`config.mk`:
```
export PLATFORM = sky130hd
export DESIGN_NAME = shift_reg_seq
export DESIGN_NICKNAME = d
export VERILOG_FILES = /design/src/rtl/shift_reg_seq.sv
export SDC_FILE = /design/constraint.sdc
export NUM_CORES = 1
export LEC_CHECK = 0
export CAP_MARGIN = 10
export CORE_MARGIN = 2
export CORE_UTILIZATION = 48
export CTS_BUF_LIST = sky130_fd_sc_hd__clkbuf_4
export DETAILED_ROUTE_END_ITERATION = 8
export GPL_TIMING_DRIVEN = 0
export PLACE_DENSITY = 0.88
export RECOVER_POWER = 50
export SLEW_MARGIN = 25
export SYNTH_ARGS = -nofsm -noshare
export SYNTH_HDL_FRONTEND = slang
export SYNTH_SLANG_ARGS = --single-unit
```
`constraint.sdc`:
```
create_clock -name clock -period 4.07 [get_ports clock]
set_input_delay 0.814 -clock clock [delete_from_list [all_inputs] [get_ports clock]]
set_output_delay 0.814 -clock clock [all_outputs]
set_load 0.02 [all_outputs]
```
`src/rtl/shift_reg_seq.sv`:
```
// Sequencer for an external shift register: FILL streams elements in as writes,
// DRAIN reads/rotates them out as a stream. Optional error flag: SHIFT_REG_SEQ_ERR_EN.
module shift_reg_seq #(
   parameter int unsigned DATA_WIDTH = 8,
   parameter int unsigned LENGTH     = 4
) (
   input  logic                  clock,
   input  logic                  reset,
   input  logic                  start,
   input  logic                  mode,
   input  logic                  s_valid,
   output logic                  s_ready,
   input  logic [DATA_WIDTH-1:0] s_data,
   output logic                  m_valid,
   input  logic                  m_ready,
   output logic [DATA_WIDTH-1:0] m_data,
   output logic [1:0]            ctrl_code,
   output logic [DATA_WIDTH-1:0] data_write,
   input  logic [DATA_WIDTH-1:0] data_read,
   output logic                  busy,
   output logic                  done,
   output logic                  err
);
   localparam int unsigned      CNT_W      = $clog2(LENGTH) + 1;
   localparam logic [CNT_W-1:0] CNT_LAST   = CNT_W'(LENGTH - 1);
   localparam logic [1:0]       CMD_UPLOAD = 2'd0;
   localparam logic [1:0]       CMD_WRITE  = 2'd2;
   localparam logic [1:0]       CMD_READ   = 2'd3;

   typedef enum logic [2:0] {
      IDLE, FILL, UPLOAD, RD_CMD, RD_WAIT, RD_CAP, OUT, DONE
   } state_t;

   state_t                state, state_nxt;
   logic [CNT_W-1:0]      cnt, cnt_nxt;
   logic [1:0]            ctrl_code_nxt;
   logic [DATA_WIDTH-1:0] data_write_nxt, m_data_nxt;
   logic                  s_ready_nxt, m_valid_nxt, busy_nxt, done_nxt;
   logic                  fill_beat, out_beat;

   assign fill_beat = (state == FILL) && s_valid && s_ready;
   assign out_beat  = (state == OUT) && m_valid && m_ready;

   // State and registered outputs
   always_ff @(posedge clock) begin
      if (reset) begin
         state      <= IDLE;
         cnt        <= '0;
         ctrl_code  <= CMD_UPLOAD;
         data_write <= '0;
         m_data     <= '0;
         m_valid    <= 1'b0;
         s_ready    <= 1'b0;
         busy       <= 1'b0;
         done       <= 1'b0;
      end else begin
         state      <= state_nxt;
         cnt        <= cnt_nxt;
         ctrl_code  <= ctrl_code_nxt;
         data_write <= data_write_nxt;
         m_data     <= m_data_nxt;
         m_valid    <= m_valid_nxt;
         s_ready    <= s_ready_nxt;
         busy       <= busy_nxt;
         done       <= done_nxt;
      end
   end

   // Next state; counter counts accepted beats / emitted elements and stops at LENGTH
   always_comb begin
      state_nxt = state;
      cnt_nxt   = cnt;
      case (state)
         IDLE: begin
            if (start) begin
               cnt_nxt   = '0;
               state_nxt = mode ? RD_CMD : FILL;
            end
         end
         FILL: begin
            if (fill_beat) begin
               cnt_nxt = cnt + CNT_W'(1);
               if (cnt == CNT_LAST) state_nxt = UPLOAD;
            end
         end
         UPLOAD:  state_nxt = DONE;
         RD_CMD:  state_nxt = RD_WAIT;
         RD_WAIT: state_nxt = RD_CAP;
         RD_CAP:  state_nxt = OUT;
         OUT: begin
            if (out_beat) begin
               cnt_nxt   = cnt + CNT_W'(1);
               state_nxt = (cnt == CNT_LAST) ? DONE : RD_CMD;
            end
         end
         DONE:    state_nxt = IDLE;
         default: state_nxt = IDLE;
      endcase
   end

   // Output next values; status flags follow the state being entered
   always_comb begin
      ctrl_code_nxt  = CMD_UPLOAD;
      data_write_nxt = data_write;
      m_data_nxt     = m_data;
      s_ready_nxt    = (state_nxt == FILL);
      m_valid_nxt    = (state_nxt == OUT);
      busy_nxt       = (state_nxt != IDLE);
      done_nxt       = (state_nxt == DONE);
      if (fill_beat) begin
         ctrl_code_nxt  = CMD_WRITE;
         data_write_nxt = s_data;
      end
      if (state_nxt == RD_CMD) ctrl_code_nxt = CMD_READ;
      if (state == RD_CAP)     m_data_nxt    = data_read;
   end

`ifdef SHIFT_REG_SEQ_ERR_EN
   // Sticky flag: a start request arrived while an operation was running
   always_ff @(posedge clock) begin
      if (reset)               err <= 1'b0;
      else if (start && busy)  err <= 1'b1;
   end
`else
   assign err = 1'b0;
`endif

endmodule

```
==> reports/results.txt, run 1 <==
DP Worst Slack: 1.74 ns
PwrDens: 361 nW/um2
sw power: 0.147 mW
die area: 2860 um2
Seq/Total Area, Yosys: 47.7%
count leader, synth: dfxtp_1
later-pin clock latency in the skew report: 0.34 ns
Rel. slew slack: 60.5%
clock root buffer: clkbuf_4
crit-path max cell delay: 0.55 ns
diode count: 0
initial drt markers: 16
CTS resizes: 0
Post-Syn Area per Cell: 9.41 um2
# setup viols final: 0
CP Cell Sequence: dlygate4sd3_1, nand3_1, nor2_1, a21oi_1, nor4b_2
Comb power frac: 20.0%
Num CTS Buffers: 3
final-report max-slew violation count: 0
HPWL after DPL: 2030 um
Layout Nets: 196
clock buffer depth: 2
first-pass GRT wire length: 4040 um
Critical Path Sink Type: flip-flop
number of setup buffers added after CTS: 0
vias in the first global route: 973
Synth top area share: 47.7%
R2R Path Start: state[1]$_SDFF_PP0_
Sequential Power Share: 49.5%
worst vdd ir: 0.338 mV
final worst-path cycle share: 58.5%
R2R Setup Slk: 2.20 ns
met3 Resource Use GR: 3.95%
pin count of the biggest net entering global routing: 17
Tmin final: 2.38 ns
row cnt: 17
Max Clk Rate: 420 MHz
Crit Reg-Reg Endpoint: m_valid$_SDFF_PP0_
Max Cap Viol: 0
Syn-to-layout area delta: 40.2%
final hold vios: 0
#FFs+latches synth: 28
Die X: 53.5 um
CTS tree: built
Post-synth top cells: 28 x dfxtp_1, 19 x nand2_1, 14 x nor2_1
Ports: 45
buffers and inverters on the worst path: 1
final wirelength: 2660 um
Starting Density: 52.2%
DR DRC count: 0
final setup margin: 1.69 ns
Clock power frac: 30.5%
Internal: 0.448 mW
post-route ant nets: 0
main area contributors after synthesis: dfxtp_1 48%, mux2i_1 6.8%, nand2_1 6.1%, a21oi_1 5.1%, nor2_1 4.5%
GRT Max-Usage Layer: met2
unrepaired setup endpoints after global routing: no
met1 usage: 20.6%
clock slew at reported path FFs: 0.14 ns
EDFF count, synth: 0
post-synth top area cell: dfxtp_1
Switching Fraction: 24.7%
ys flop type: dfxtp_1
Synth cell types: 35
CTS Hold Bufs: 0
via-per-instance ratio: 5.21
Crit path required time: 4.32 ns
Crit. path cell count: 5
WL/cell: 13.4 um
slowest CP cell: dlygate4sd3_1
Mapped Cells: 125
grt total ovfl: 0
net count after synthesis: 149
Crit Path Max Fanout: 9
die height: 53.5 um
initial antenna violation count: 0
Fin Setup TNS: 0 ns
YS warnings: 0
Least-Margin Pin Slew: 0.591 ns
FFs w/ async S/R, synth: 0%
CP endpoint: m_valid$_SDFF_PP0_
start point of the critical path: s_valid
clk_skew: 0.0100 ns
worst hold slack: 0.467 ns
Core Box Area: 2250 um2
Final GP Congestion: 0.753
hold crit path type: reg2reg
outcome: complete, no violations
Port-buffer cells: 42
CP startpoint kind: primary input
cell count of the worst reg-to-reg path: 5
synthesized area: 1180 um2
family with the most delay on the worst path: simple AND/OR/NAND/NOR gates
Critical Path AT: 2.63 ns
GR Util met2: 37.2%
DR vias: 1036
fraction of layout cells with a size suffix above 1: 8.77%
H-tree Lvls: 1
Pleak: 0.647 nW
Total Routing Usage GR: 19.8%
CP Class: in2reg
clock tree sinks: 28
drt pass-1 iters: 4
[registers in the layout (all words and copies together) (netlist names)]
name,count
busy,1
cnt,3
done,1
data_write,8
s_ready,1
m_data,8
state,3
ctrl_code,2
m_valid,1
[per-layer routing]
| metal | share of wire [%] | wire [um] |
|---|---|---|
| met5 | 0 | 0 |
| met4 | 1.4 | 37 |
| met1 | 39 | 1050 |
| met3 | 6.1 | 163 |
| met2 | 53 | 1410 |
[placed cells by master, fill, tap and decap left out, types with 2 or more instances in the layout]
cell and count:
clkdlybuf4s50_1 40, dfxtp_1 28, nand2_1 19, nor2_1 15, a21oi_1 13, mux2i_1 8
inv_1 3, buf_6 3, o21ai_0 3, clkbuf_1 3, clkbuf_4 3, nand3_1 2
nand3b_1 2, nand2b_1 2, a32oi_1 2, nor3_1 2, ha_1 2, dlygate4sd3_1 2
[tightest hold or removal path, cell delays in order (launching register included)]
cell	delay, ns
dfxtp_1	0.34
nand2_1	0.05
a21oi_1	0.05
[how the worst min path moves through the flow]
stage | startpoint | endpoint | slack [ns] | cells after the start
floorplan | cnt[0]$_SDFFE_PP0P_ | cnt[0]$_SDFFE_PP0P_ | 0.46 | 2
global placement | data_write[0]$_SDFFE_PP0N_ | data_write[0]$_SDFFE_PP0N_ | 0.44 | 2
detailed placement | data_write[2]$_SDFFE_PP0N_ | data_write[2]$_SDFFE_PP0N_ | 0.45 | 2
CTS | data_write[2]$_SDFFE_PP0N_ | data_write[2]$_SDFFE_PP0N_ | 0.47 | 2
global route | data_write[0]$_SDFFE_PP0N_ | data_write[0]$_SDFFE_PP0N_ | 0.49 | 2
finish | data_write[7]$_SDFFE_PP0N_ | data_write[7]$_SDFFE_PP0N_ | 0.47 | 2
[power by group through the flow]
stage	Combinational (mW)	Clock (mW)	Sequential, mW
global placement	0.122	0	0.301
global route	0.128	0.195	0.296
finish	0.119	0.181	0.295
floorplan	0.0639	0	0.313
CTS	0.127	0.185	0.295
detailed placement	0.126	0	0.301
[stage by stage]
stage / power, mW / utilization, % / cells / area (um2)
after CTS: 0.608 / 74.7 / 199 / 1680
after global routing: 0.620 / 73.1 / 199 / 1650
after floorplan: 0.376 / - / 125 / 1180
after detailed placement: 0.427 / 72.4 / 195 / 1630
after global placement: 0.423 / 72.4 / 195 / 1630
final: 0.595 / 73.1 / 199 / 1650
[logic make-up after synthesis]
group,after synthesis,synth area share [%]
compound gates,25,14.6
fa+ha+maj,2,2.13
buf+inv,11,5.85
flops,28,47.7
mux,8,6.81
other cells,1,0.319
simple gates,50,22.7
[layout make-up]
| type | instances | area [um2] |
|---|---|---|
| clock inverters | 1 | 30.0 |
| multi-input cells | 86 | 512 |
| inverters | 3 | 11.3 |
| repair buffers | 42 | 420 |
| clock buffers | 3 | 22.5 |
| well taps | 28 | 35.0 |
| fillers | 165 | 606 |
| plain buffers | 8 | 57.6 |
| flip-flops and latches | 28 | 561 |
(Power assumes the default switching activity.)
==> run 2: changes to the inputs <==
- CORE_UTILIZATION: 48 -> 40
- PLACE_DENSITY: 0.88 -> 0.79
- clock period: 4.07 -> 1.93 ns (I/O delays scaled with it)
==> run 2 against run 1 <==
  * Cell count grew 1.5%
  * First-iteration DRC count decreased by 31%
  * Power up 88%
  * Wire length down 3.4%
  * Non-clock buffer count stayed put
  * Critical path depth unchanged
  * Clock power up 32%
  * Sequential cell count stayed put
  * Cell area rose by 0.15%
  * Via count decreased by 2.8%
  * Critical endpoint is now busy$_SDFF_PP0_
  * Largest power group unchanged
==> reports/results.txt, run 2 (synthesized netlist as in run 1, its figures left out) <==
outcome: complete, no violations (unchanged)
Core Box Area: 2780 um2 (was 2250 um2)
unrepaired setup endpoints after global routing: no (unchanged)
min-delay src: data_write[0]$_SDFFE_PP0N_ (was data_write[7]$_SDFFE_PP0N_)
clk_skew: 0.00716 ns (was 0.0100 ns)
Max Cap Viol: 0 (unchanged)
CTS tree: built (unchanged)
HPWL after DPL: 2010 um (was 2030 um)
grt total ovfl: 0 (unchanged)
clock slew at reported path FFs: 0.14 ns (about the same)
Crit Path Max Fanout: 4 (was 9)
Total Routing Usage GR: 15.3% (was 19.8%)
Ports: 45 (unchanged)
PwrDens: 677 nW/um2 (was 361 nW/um2)
hold crit path type: reg2reg (unchanged)
Finished Layout Cells: 202 (was 199)
commonest cells after routing, fill and taps aside: 38 x clkdlybuf4s50_1, 28 x dfxtp_1, 19 x nand2_1, 14 x nor2_1, 12 x a21oi_1 (was 40 x clkdlybuf4s50_1, 28 x dfxtp_1, 19 x nand2_1, 15 x nor2_1, 13 x a21oi_1)
Critical Path Sink Type: flip-flop (unchanged)
final hold vios: 0 (unchanged)
R2R Setup Slk: 0.14 ns (was 2.20 ns)
final wirelength: 2570 um (was 2660 um)
vias in the first global route: 983 (was 973)
DR vias: 1007 (was 1036)
Tmin final: 1.79 ns
commonest non-fill, non-tap cell in the layout: clkdlybuf4s50_1 (unchanged)
cell count of the worst reg-to-reg path: 5 (unchanged)
dpl cells: 198 (was 195)
clock root buffer: clkbuf_4 (unchanged)
footprint of the multi-input gates: 544 um2 (was 512 um2)
Max Clk Rate: 557 MHz
R2R Path Start: cnt[0]$_SDFFE_PP0P_ (was state[1]$_SDFF_PP0_)
via-per-instance ratio: 4.99 (was 5.21)
diode count: 0 (unchanged)
later-pin clock latency in the skew report: 0.32 ns (was 0.34 ns)
Num CTS Buffers: 3 (unchanged)
worst hold slack: 0.467 ns (about the same)
# setup viols final: 0 (unchanged)
Final GP Congestion: 0.734 (was 0.753)
first-pass GRT wire length: 4080 um (was 4040 um)
H-tree Lvls: 1 (unchanged)
CP startpoint kind: flip-flop (was primary input)
Crit path required time: 2.14 ns (was 4.32 ns)
row cnt: 19 (was 17)
clock buffer depth: 2 (unchanged)
Layout Nets: 196 (unchanged)
drt pass-1 iters: 3 (was 4)
Starting Density: 42.3% (was 52.2%)
die height: 58.2 um (was 53.5 um)
clock tree sinks: 28 (unchanged)
WHS Endpoint: data_write[0]$_SDFFE_PP0N_ (was data_write[7]$_SDFFE_PP0N_)
die area: 3390 um2 (was 2860 um2)
initial drt markers: 11 (was 16)
Port-buffer cells: 42 (unchanged)
pin count of the biggest net entering global routing: 16 (was 17)
Crit Reg-Reg Endpoint: busy$_SDFF_PP0_ (was m_valid$_SDFF_PP0_)
CTS Hold Bufs: 0 (unchanged)
Rel. slew slack: 59.2% (was 60.5%)
final worst-path cycle share: 93.0%
Syn-to-layout area delta: 40.4% (was 40.2%)
Least-Margin Pin Slew: 0.606 ns (was 0.591 ns)
Sequential Area: 561 um2 (unchanged)
number of setup buffers added after CTS: 0 (unchanged)
WHS Path Cells: 2 (unchanged)
worst vdd ir: 0.481 mV (was 0.338 mV)
DR DRC count: 0 (unchanged)
post-route ant nets: 0 (unchanged)
Pleak: 0.651 nW (was 0.647 nW)
fillcell total: 261 (was 165)
final-report max-slew violation count: 0 (unchanged)
initial antenna violation count: 0 (unchanged)
CP Class: reg2reg (was in2reg)
Die X: 58.2 um (was 53.5 um)
WL/cell: 12.7 um (was 13.4 um)
Critical Path AT: 2.00 ns (was 2.63 ns)
fraction of layout cells with a size suffix above 1: 8.77% (unchanged)
largest registers: data_write x8, m_data x8 (unchanged)
## run 2: layer usage
metal	vias to the layer above	track usage (%)	share of wire (%)
met3	2	2.46	5.8
li1	513	-	-
met1	460	17.9	43
met5	-	0	0
met4	0	4.98	0.31
met2	32	28.1	50
## run 2: metrics by stage
step	cell area [um2]	setup slack [ns]	power [mW]	utilization [%]	TNS [ns]
6_report	1650	0.136	1.12	59.4	0
3_5_place_dp	1640	-0.0220	0.901	58.8	-0.0220
5_1_grt	1650	0.0246	1.17	59.4	0
4_1_cts	1660	0.146	1.14	59.7	0
2_1_floorplan	1180	0.349	0.794	-	0
3_3_place_gp	1640	0.0289	0.893	58.8	0
## run 2: critical path: stages (launching register included)
cell and delay [ns]:
dfxtp_1 0.35, ha_1 0.20, ha_1 0.26, o21ba_2 0.23
o21ai_0 0.49, a31oi_1 0.15
## run 2: where the power goes
group	switching (mW)	total, mW	internal [mW]
clock	0.164	0.239	0.0758
combinational	0.132	0.257	0.126
sequential	0.0153	0.622	0.606
total	0.311	1.12	0.808
## run 2: final cells by class
type,instances,share of cell area [%]
Sequential cell,28,33.9
Multi-Input combinational cell,86,33.0
Timing Repair Buffer,42,25.5
Clock inverter,1,0.227
Clock buffer,3,1.36
Buffer,8,3.03
Inverter,3,0.682
Tap cell,31,2.35
## run 2: how the worst max path moves through the flow
stage / cells past startpoint / start / end
floorplan: 6 / cnt[0]$_SDFFE_PP0P_ / m_valid$_SDFF_PP0_
global placement: 5 / m_ready / busy$_SDFF_PP0_
detailed placement: 5 / m_ready / busy$_SDFF_PP0_
CTS: 6 / cnt[0]$_SDFFE_PP0P_ / m_valid$_SDFF_PP0_
global route: 4 / state[1]$_SDFF_PP0_ / m_valid$_SDFF_PP0_
finish: 5 / cnt[0]$_SDFFE_PP0P_ / busy$_SDFF_PP0_
## run 2: repair_timing
action	4_1_cts	5_1_grt
gates resized for setup	0	1
endpoints found under the setup margin	0	1
hold endpoints to repair	0	0
==> run 3: changes to the inputs <==
- CORE_UTILIZATION: 40 -> 45
- PLACE_DENSITY: 0.79 -> 0.84
- clock period: 1.93 -> 1.8 ns (I/O delays scaled with it)
==> run 3 against run 2 <==
  * Worst setup slack got worse by 0.034 ns
  * Critical path depth is 4 lower
  * Global-route usage is 3.0 points higher
  * Die area fell by 10%
  * Cell area increased by 0.45%
  * Critical endpoint is now s_ready
  * Highest routed layer unchanged
==> reports/results.txt, run 3 (synthesized netlist as in run 1, its figures left out) <==
clock tree sinks: 28 (unchanged)
grt total ovfl: 0 (unchanged)
HPWL after DPL: 2060 um (was 2010 um)
Rel. slew slack: 64.7% (was 59.2%)
drt pass-1 iters: 4 (was 3)
buffers and inverters on the worst path: 1 (was 0)
Placed Instance Area: 1630 um2 (was 1640 um2)
worst vdd ir: 0.662 mV (was 0.481 mV)
outcome: complete, no violations (unchanged)
WL/cell: 12.9 um (was 12.7 um)
Sequential Area: 561 um2 (unchanged)
pin count of the biggest net entering global routing: 15 (was 16)
largest registers: data_write x8, m_data x8 (unchanged)
Crit Path Max Fanout: 3 (was 4)
row cnt: 18 (was 19)
first-pass GRT wire length: 3900 um (was 4080 um)
Port-buffer cells: 42 (unchanged)
Die X: 55.1 um (was 58.2 um)
Core Box Area: 2480 um2 (was 2780 um2)
family with the most delay on the worst path: buffers and inverters (was compound AO/OA/AOI/OAI gates)
DR vias: 1006 (was 1007)
Ports: 45 (unchanged)
final-report max-slew violation count: 0 (unchanged)
unrepaired setup endpoints after global routing: no (unchanged)
hold crit path type: reg2reg (unchanged)
commonest cells after routing, fill and taps aside: 37 x clkdlybuf4s50_1, 28 x dfxtp_1, 19 x nand2_1, 14 x nor2_1, 12 x a21oi_1 (was 38 x clkdlybuf4s50_1, 28 x dfxtp_1, 19 x nand2_1, 14 x nor2_1, 12 x a21oi_1)
CTS tree: built (unchanged)
Max Cap Viol: 0 (unchanged)
clk_skew: 0.0107 ns (was 0.00716 ns)
final core utilization: 67.0% (was 59.4%)
Least-Margin Pin Slew: 0.530 ns (was 0.606 ns)
initial drt markers: 14 (was 11)
die area: 3040 um2 (was 3390 um2)
post-route ant nets: 0 (unchanged)
fraction of layout cells with a size suffix above 1: 10.0% (was 8.77%)
DR DRC count: 0 (unchanged)
Num CTS Buffers: 3 (unchanged)
crit-path max cell delay: 0.62 ns (was 0.49 ns)
CTS resizes: 0 (unchanged)
CP Cell Sequence: clkdlybuf4s50_1 (was ha_1, ha_1, o21ba_2, o21ai_0, a31oi_1)
final hold vios: 0 (unchanged)
PwrDens: 727 nW/um2 (was 677 nW/um2)
Tmin final: 1.70 ns
die height: 55.1 um (was 58.2 um)
final wirelength: 2580 um (was 2570 um)
final worst-path cycle share: 94.3%
clock root buffer: clkbuf_4 (unchanged)
vias in the first global route: 898 (was 983)
via-per-instance ratio: 5.03 (was 4.99)
initial antenna violation count: 0 (unchanged)
Syn-to-layout area delta: 41.1% (was 40.4%)
CTS Hold Bufs: 0 (unchanged)
CP Class: reg2out (was reg2reg)
# setup viols final: 0 (unchanged)
number of setup buffers added after CTS: 0 (unchanged)
final instance area: 1660 um2 (was 1650 um2)
Total Routing Usage GR: 18.2% (was 15.3%)
Critical Path Sink Type: output port (was flip-flop)
commonest non-fill, non-tap cell in the layout: clkdlybuf4s50_1 (unchanged)
clock buffer depth: 2 (unchanged)
H-tree Lvls: 1 (unchanged)
diode count: 0 (unchanged)
Max Clk Rate: 589 MHz
Crit path required time: 1.44 ns (was 2.14 ns)
Starting Density: 47.5% (was 42.3%)
later-pin clock latency in the skew report: 0.32 ns (about the same)
clock slew at reported path FFs: 0.14 ns (about the same)
slowest CP cell: clkdlybuf4s50_1 (was o21ai_0)
CP startpoint kind: flip-flop (unchanged)
Final GP Congestion: 0.757 (was 0.734)
Layout Nets: 196 (unchanged)
Critical Path AT: 1.34 ns (was 2.00 ns)
fillcell total: 216 (was 261)
footprint of the multi-input gates: 551 um2 (was 544 um2)
Pleak: 0.656 nW (was 0.651 nW)
==> run 3: final timing paths <==
check / to / startpoint / cells after the start / slack (ns)
max: s_ready / s_ready$_SDFF_PP0_ / 1 / 0.10
min reg2reg: data_write[1]$_SDFFE_PP0N_ / data_write[1]$_SDFFE_PP0N_ / 2 / 0.46
min: data_write[1]$_SDFFE_PP0N_ / data_write[1]$_SDFFE_PP0N_ / 2 / 0.46
max reg2reg: m_valid$_SDFF_PP0_ / cnt[0]$_SDFFE_PP0P_ / 6 / 0.13
==> run 3: routing by layer <==
metal	track usage [%]	vias up	part of all wire [%]
met3	4.57	3	6.2
met1	21.2	457	42
met2	33.7	31	51
met5	0	-	0
li1	-	515	-
met4	3.66	0	0.43
==> run 3: per-stage QoR <==
step,power (mW),TNS [ns],hold WS (ns),worst slack (ns),cells
after detailed placement,0.968,-0.230,0.449,-0.0770,197
after global placement,0.958,-0.0727,0.442,-0.0679,197
after CTS,1.21,0,0.468,0.0243,200
after global routing,1.26,0,0.482,0.0368,200
after floorplan,0.851,0,0.456,0.219,125
final,1.21,0,0.465,0.102,200
==> run 3: layout make-up <==
class	count	share of cell area, %
Inverter	3	0.679
Timing Repair Buffer	42	25.3
Buffer	8	3.39
Sequential cell	28	33.8
Multi-Input combinational cell	86	33.2
Clock buffer	3	1.36
Tap cell	30	2.26
==> run 3: power breakdown <==
| part | internal, mW | switching [mW] |
|---|---|---|
| logic | 0.143 | 0.145 |
| clock network | 0.0785 | 0.173 |
| registers | 0.650 | 0.0174 |
==> run 3: worst reg2reg max path, delay by kind of cell, from the launching register on <==
kind	cells	cell delay, ns
AOI/OAI and AO/OA	3	0.59
adders and majority gates	2	0.44
DFF	1	0.35
and+or+nand+nor	1	0.18
